<file path="src/rtl/eve_pkg.sv">
// Shared types and PRNG field layout for the evolutionary mutation unit.
package eve_pkg;

  typedef enum logic [1:0] {
    IDLE = 2'd0,
    RUN  = 2'd1,
    DONE = 2'd2
  } eve_state_e;

  localparam int RND_W        = 36;
  localparam int RND_PROB_LSB = 0;
  localparam int RND_POS_LSB  = 8;
  localparam int RND_REPL_LSB = 20;

endpackage

</file>
<file path="src/rtl/eve_mut_datapath.sv">
// Combinational mutate decision and gene transform (bit flip or full replace).
module eve_mut_datapath
  import eve_pkg::*;
#(
  parameter int GENE_W = 16
) (
  input  logic [GENE_W-1:0] gene_in,
  input  logic [RND_W-1:0]  rnd_in,
  input  logic [7:0]        mut_prob,
  input  logic              mut_mode,
  output logic [GENE_W-1:0] gene_xf,
  output logic              mutate
);

  localparam int POS_W = $clog2(GENE_W);

  logic [7:0]        prob_rnd_s;
  logic [POS_W-1:0]  pos_s;
  logic [GENE_W-1:0] flip_s;
  logic [GENE_W-1:0] repl_s;
  logic              rnd_unused_s;

  assign prob_rnd_s   = rnd_in[RND_PROB_LSB +: 8];
  assign pos_s        = rnd_in[RND_POS_LSB +: POS_W];
  assign repl_s       = rnd_in[RND_REPL_LSB +: GENE_W];
  assign flip_s       = gene_in ^ (GENE_W'(1) << pos_s);
  // Field widths depend on GENE_W, so some PRNG bits are legitimately dropped.
  assign rnd_unused_s = ^rnd_in;

  // Select the transformed gene when the PRNG byte falls below the threshold.
  always_comb begin
    mutate  = 1'b0;
    gene_xf = gene_in;
    if (prob_rnd_s < mut_prob) begin
      mutate = 1'b1;
      if (mut_mode) begin
        gene_xf = repl_s;
      end else begin
        gene_xf = flip_s;
      end
    end else begin
      mutate  = 1'b0;
      gene_xf = gene_in;
    end
  end

endmodule

</file>
<file path="src/rtl/eve_mutation_unit.sv">
// Mutation unit: genome FSM, registered gene stream, optional mutation counter.
// The counter exists only when EVE_MUT_COUNT_EN is defined; otherwise mut_count is 0.
module eve_mutation_unit
  import eve_pkg::*;
#(
  parameter int GENE_W = 16,
  parameter int CNT_W  = 10
) (
  input  logic              clk,
  input  logic              reset,
  input  logic [RND_W-1:0]  rnd_in,
  input  logic              start,
  input  logic [7:0]        mut_prob,
  input  logic              mut_mode,
  input  logic [GENE_W-1:0] gene_in,
  input  logic              gene_in_valid,
  input  logic              gene_in_last,
  output logic              gene_in_ready,
  output logic [GENE_W-1:0] gene_out,
  output logic              gene_out_valid,
  output logic              gene_out_last,
  input  logic              gene_out_ready,
  output logic              gene_out_mut,
  output logic              done,
  output logic [CNT_W-1:0]  mut_count
);

  eve_state_e        state_r;
  logic [7:0]        mut_prob_r;
  logic              mut_mode_r;
  logic              last_seen_r;
  logic [GENE_W-1:0] gene_out_r;
  logic              gene_out_valid_r;
  logic              gene_out_last_r;
  logic              gene_out_mut_r;
  logic              done_r;

  logic              gene_in_ready_s;
  logic              accept_s;
  logic              drain_s;
  logic              start_ok_s;
  logic [GENE_W-1:0] gene_xf_s;
  logic              mutate_s;

  eve_mut_datapath #(.GENE_W(GENE_W)) u_datapath (
    .gene_in  (gene_in),
    .rnd_in   (rnd_in),
    .mut_prob (mut_prob_r),
    .mut_mode (mut_mode_r),
    .gene_xf  (gene_xf_s),
    .mutate   (mutate_s)
  );

  assign gene_in_ready_s = (state_r == RUN) && (!gene_out_valid_r || gene_out_ready) && !last_seen_r;
  assign accept_s        = gene_in_valid && gene_in_ready_s;
  assign drain_s         = gene_out_valid_r && gene_out_ready;
  assign start_ok_s      = (state_r == IDLE) && start;

  assign gene_in_ready  = gene_in_ready_s;
  assign gene_out       = gene_out_r;
  assign gene_out_valid = gene_out_valid_r;
  assign gene_out_last  = gene_out_last_r;
  assign gene_out_mut   = gene_out_mut_r;
  assign done           = done_r;

  // Genome FSM, config latch and the single-entry output register.
  always_ff @(posedge clk) begin
    if (reset) begin
      state_r          <= IDLE;
      mut_prob_r       <= 8'd0;
      mut_mode_r       <= 1'b0;
      last_seen_r      <= 1'b0;
      gene_out_r       <= {GENE_W{1'b0}};
      gene_out_valid_r <= 1'b0;
      gene_out_last_r  <= 1'b0;
      gene_out_mut_r   <= 1'b0;
      done_r           <= 1'b0;
    end else begin
      done_r <= 1'b0;
      case (state_r)
        IDLE: begin
          if (start) begin
            state_r     <= RUN;
            mut_prob_r  <= mut_prob;
            mut_mode_r  <= mut_mode;
            last_seen_r <= 1'b0;
          end
        end
        RUN: begin
          // An accept can overwrite a slot draining in the same cycle.
          if (accept_s) begin
            gene_out_r       <= gene_xf_s;
            gene_out_valid_r <= 1'b1;
            gene_out_last_r  <= gene_in_last;
            gene_out_mut_r   <= mutate_s;
            if (gene_in_last) begin
              last_seen_r <= 1'b1;
            end
          end else if (drain_s) begin
            gene_out_valid_r <= 1'b0;
            if (gene_out_last_r) begin
              state_r <= DONE;
              done_r  <= 1'b1;
            end
          end
        end
        DONE: begin
          state_r     <= IDLE;
          last_seen_r <= 1'b0;
        end
        default: begin
          state_r <= IDLE;
        end
      endcase
    end
  end

`ifdef EVE_MUT_COUNT_EN
  logic [CNT_W-1:0] mut_count_r;

  // Saturating count of mutated genes accepted in the current genome.
  always_ff @(posedge clk) begin
    if (reset) begin
      mut_count_r <= {CNT_W{1'b0}};
    end else if (start_ok_s) begin
      mut_count_r <= {CNT_W{1'b0}};
    end else if (accept_s && mutate_s && (mut_count_r != {CNT_W{1'b1}})) begin
      mut_count_r <= mut_count_r + CNT_W'(1);
    end
  end

  assign mut_count = mut_count_r;
`else
  logic start_unused_s;
  assign start_unused_s = start_ok_s;
  assign mut_count      = {CNT_W{1'b0}};
`endif

endmodule

</file>
<file path="config.mk">
export PLATFORM = sky130hd
export DESIGN_NAME = eve_mutation_unit
export DESIGN_NICKNAME = d
export VERILOG_FILES = /design/src/rtl/eve_pkg.sv /design/src/rtl/eve_mut_datapath.sv /design/src/rtl/eve_mutation_unit.sv
export SDC_FILE = /design/constraint.sdc
export NUM_CORES = 1
export LEC_CHECK = 0
export ABC_AREA = 0
export CAP_MARGIN = 10
export CORE_ASPECT_RATIO = 1.25
export CORE_MARGIN = 3
export CORE_UTILIZATION = 45
export DETAILED_ROUTE_END_ITERATION = 10
export GPL_TIMING_DRIVEN = 1
export PLACE_DENSITY = 0.86
export SETUP_SLACK_MARGIN = 0.02
export SYNTH_ARGS = -nofsm -noshare
export SYNTH_HDL_FRONTEND = slang
export SYNTH_SLANG_ARGS = --single-unit
</file>
<file path="constraint.sdc">
create_clock -name clk -period 5.69 [get_ports clk]
set_input_delay 1.707 -clock clk [delete_from_list [all_inputs] [get_ports clk]]
set_output_delay 1.707 -clock clk [all_outputs]
set_load 0.01 [all_outputs]
</file>
# Word level (Yosys, flattened, before mapping)
# Index checks and enable logic that the tools add are counted.
[word_totals] elab_cells=53 out_inout_bits=31 ramBits=0 latch_bits=0 inputBits=67 mem_bits_ro=0 ff_bits=32 n_memories=0
[op_classes] reduce_logical=16 magnitude_cmp=1 eq_ne=8 add_sub_neg=0 n_mux=15 mul=0 bitwise=3 div_mod_pow=0 shifts=1
[ops] operator="2-to-1 mux 16 bit" n=2
[ops] operator="left shift 1 x 4 -> 16 bit (first input constant)" n=1
[ops] operator="XOR 16 bit" n=1
[ops] operator="!= test 2 bit (second input constant)" n=6
[ops] operator="< comparator 8 bit" n=1
[ops] operator="2-to-1 mux 2 bit" n=4
[ops] operator="AND reduction 4 bit" n=2
[ops] operator="2-to-1 mux 1 bit" n=7
[ops] operator="AND reduction 2 bit" n=3
[ops] operator="logical AND 1 bit" n=4
[ops] operator="one-hot mux 2 bit (2 select lines)" n=1
[ops] operator="OR reduction 4 bit" n=1
[ops] operator="one-hot mux 1 bit (3 select lines)" n=1
[ops] operator="nonzero test 3 bit" n=1
[ops] operator="equality test 2 x 1 -> 1 bit (second input constant)" n=1
[ops] operator="equality test 2 bit (second input constant)" n=1
[ops] operator="zero test 1 bit" n=2
[ops] operator="zero test 2 bit" n=1
[ops] operator="inverter 1 bit" n=2
[ops] operator="nonzero test 2 bit" n=1
[ops] operator="logical OR 1 bit" n=1

# Logic depth before layout (Yosys ltp)
[depth] depth_word=7 mapped_depth=9 ltp_nobuf=7

# Modules after synthesis
# Synthesis repeated with hierarchy kept, for this count alone.
[unflattened] hier_cells=279 hier_area_um2=2347.3
[by_module_without_submodules] module="eve_mutation_unit" area_per_inst_um2=1446.4 seq_area_each_um2=640.6 cells_each=144 instances=1
[by_module_without_submodules] module="eve_mut_datapath" area_per_inst_um2=900.9 seq_area_each_um2=0.0 cells_each=135 instances=1

# Worst setup path after synthesis
# Ideal clock, no wire load.
[synth_path] kind="input to output" startpoint="input port gene_out_ready" endpoint="output port gene_in_ready" path_buffers=0 setup_slack_ns=1.912 path_stages=2 t_required_ns=3.983 arrival_ns=2.071 cell_sequence="nor2b_1 nor4b_2"
[synth_via] elab_chain_cells=3
[synth_rtl] element="start: declaration" line_no="eve_mutation_unit.sv:22" text="input logic gene_out_ready,"
[synth_rtl] element="logical OR 1 bit" line_no="eve_mutation_unit.sv:54" text="assign gene_in_ready_s = (state_r == RUN) && (!gene_out_valid_r || gene_out_ready) && !last_seen_r;"
[synth_rtl] element="logical AND 1 bit (2 in a row)" line_no="eve_mutation_unit.sv:54"
[synth_rtl] element="end: declaration" line_no="eve_mutation_unit.sv:18" text="output logic gene_in_ready,"
# No other way between the ends.

# Final worst setup path
# Same ends and word-level chain as after synthesis.

==> flow_metrics.env <==
export IMPL_fin_crit_ns=4.82
export IMPL_viasPerCell=5.07
export IMPL_place_hpwl_microns=3780
export IMPL_worstPathMaxFanout=3
export IMPL_cts_hold_buf=0
export IMPL_grt_antenna_before_repair=0
export IMPL_cts_root_buf="clkbuf_8"
export IMPL_antenna_cells=0
export IMPL_path_class="input port to primary output"
export IMPL_synthFlopType="dfxtp_1"
export IMPL_core_area_sq_mm=0.00453
export IMPL_grt_overflow_total=0
export IMPL_synth_most_common_cell="nor2_1"
export IMPL_grt_first_pass_wirelength_microns=8630
export IMPL_clk_pin_slew_worst_paths_ns=0.06
export IMPL_die_width_microns=67.9
export IMPL_whs_ns=0.484
export IMPL_cts_buffers_inserted=5
export IMPL_syn_area_sq_mm=0.00215
export IMPL_drtAntennaViolNets=0
export IMPL_dieArea_sq_mm=0.00566
export IMPL_tns_ns=0
export IMPL_num_rows=27
export IMPL_netlist_instances=243
export IMPL_start_util_pct=47.6
export IMPL_drc=0
export IMPL_intPower_uw=462
export IMPL_seq_power_share_pct=38.7
export IMPL_cts_buffer_depth=2
export IMPL_h_tree_depth=2
export IMPL_routedWlPerCell_microns=13.9
export IMPL_drt_iter0_drc=63
export IMPL_start_kind="input port"
export IMPL_worst_pin_slew_ns=0.948
export IMPL_io_buffers=79
export IMPL_grt_usage_pct=19.4
export IMPL_drive_above_1_share_pct=9.52
export IMPL_arrival_ns=3.12
export IMPL_grt_pass1_vias=1900
export IMPL_firstDrtPassIters=4
export IMPL_power_density_mw_per_mm2=213
export IMPL_fillers=377
export IMPL_power_clock_fraction_pct=33.8
export IMPL_worst_ep_required_time_ns=3.98
export IMPL_p_leak_uw=0.00108
export IMPL_status="complete, no violations"
export IMPL_wl_microns=5170
export IMPL_multi_input_area_sq_mm=0.00133
export IMPL_cts_sinks=32
export IMPL_worstSkewPairLatency_ns=0.28
export IMPL_synth_top_area_cell="dfxtp_1"
export IMPL_finClkSkew_ns=0.00465
export IMPL_gp_congestion=0.699
export IMPL_drv_slew=0
export IMPL_postCtsSetupRepairBufs=0
export IMPL_ys_ff_latch=32
export IMPL_hold_class="flip-flop to flip-flop"
export IMPL_finalCritPeriodShare_pct=84.8
export IMPL_avgSynthCellArea_sq_um=8.87
export IMPL_synth_common_cells="nor2_1 (39), dfxtp_1 (32), mux2i_1 (19)"
export IMPL_synth_area_leaders="dfxtp_1 (30%), mux2i_1 (8.8%), a211oi_2 (7.0%)"
export IMPL_syn2layout_area_growth_pct=39.0
export IMPL_critPathCaptureType="primary output"
export IMPL_power_frac_comb_pct=27.5
export IMPL_ys_types=34
export IMPL_maxCapViolations=0
export IMPL_ir_drop_v=0.000160
export IMPL_nNetsFinal=388
export IMPL_swShare_pct=27.4
export IMPL_dieHeight_microns=83.4
export IMPL_io_pins=98
export IMPL_setup_viol=0
export IMPL_finalHoldViolCount=0
export IMPL_synth_top_area_share_pct=29.7
export IMPL_yosysWarnings=0
export IMPL_p_sw_uw=174
export IMPL_seq_area_frac_synth_pct=29.7
export IMPL_synth_async_reset_ratio_pct=0
export IMPL_ff_latch_area_sq_um=641
export IMPL_cts_resized=0
export IMPL_cts_tree="done"
export IMPL_grt_max_degree=34
export IMPL_synth_enable_flop_cells=0
export IMPL_fmax_mhz=207
export IMPL_total_power_uw=637
export IMPL_rsz0062_at_grt="no"
export IMPL_slew_headroom_pct=36.5
export IMPL_dr_total_vias=1890
## final timing paths
path / startpoint / endpoint / slack [ns] / depth (start not counted)
worst max-delay path: gene_out_ready / gene_in_ready / 0.87 / 4
worst min-delay path: mut_prob_r[0] / mut_prob_r[0] / 0.48 / 2
worst max register to register: gene_out_valid / gene_out[1] / 3.54 / 6
worst min register to register: mut_prob_r[0] / mut_prob_r[0] / 0.48 / 2
## logic make-up after synthesis
kind of cell	after synthesis	share of synthesized area, %
AO/OA/AOI/OAI	49	16.7
XOR/XNOR	16	6.50
adder cells (fa/ha/maj)	7	4.06
buffers and inverters	34	9.93
flip-flops	32	29.7
multiplexers	19	8.83
other	1	0.174
AND/OR/NAND/NOR	85	24.1
## state kept, by name, summed over array words and instances, names as in the netlist
register and cells:
last_seen_r 1, mut_prob_r 8, gene_out_mut 1, gene_out_last 1, done 1, gene_out 16, state_r 2, mut_mode_r 1
gene_out_valid 1
## power by group through the flow
stage                     clock network, uW  logic (uW)  registers, uW
after floorplan                           0         108            252
after global placement                    0         170            251
after detailed placement                  0         175            252
after CTS                               221         176            247
after global routing                    230         193            249
final                                   215         175            247
## stage by stage
step	cell area, sq um	worst slack [ns]	util [%]	std cells
after floorplan	2190	1.91	-	252
after CTS	2990	0.851	66.1	373
after detailed placement	2890	0.859	63.8	365
final	2990	0.867	66.1	373
after global placement	2890	0.893	63.8	365
after global routing	2990	0.789	66.1	373
## worst max-delay path: stages
cell and delay [ns]:
clkdlybuf4s50_1 0.50, nor2b_1 0.06, nor4b_2 0.25, clkdlybuf4s50_1 0.59
## layer usage
layer  GRT usage (%)  up-vias  part of all wire [%]  routed length (microns)
met5               0        -                     0                        0
met4            6.87        0                   1.6                       83
met3            6.22        8                   8.6                      446
met2            33.4       62                    50                     2600
met1            21.7      846                    40                     2040
li1                -      974                     -                        -
## layout by cell type, fill, tap and decap left out, types with 5 or more instances in the layout
master | synthesis | routed
ha_1 | 7 | 7
clkdlybuf4s50_1 | 0 | 79
nand2_1 | 18 | 18
xor2_1 | 5 | 5
a211oi_1 | 5 | 5
dfxtp_1 | 32 | 32
a211oi_2 | 12 | 12
xnor2_1 | 11 | 11
nor2_1 | 39 | 39
conb_1 | 1 | 10
and4bb_1 | 6 | 6
clkbuf_8 | 0 | 5
a21oi_1 | 12 | 12
o21ai_0 | 16 | 16
mux2i_1 | 19 | 19
inv_1 | 7 | 7
## cell type report
cell class | instances | area share [%]
clock buffers | 6 | 2.42
clock inverters | 2 | 1.17
inverters | 7 | 0.878
multi-input cells | 186 | 44.5
flip-flops and latches | 32 | 21.4
well taps | 58 | 2.42
repair buffers | 82 | 27.2
Note: power is estimated with default switching activity, not from simulation.
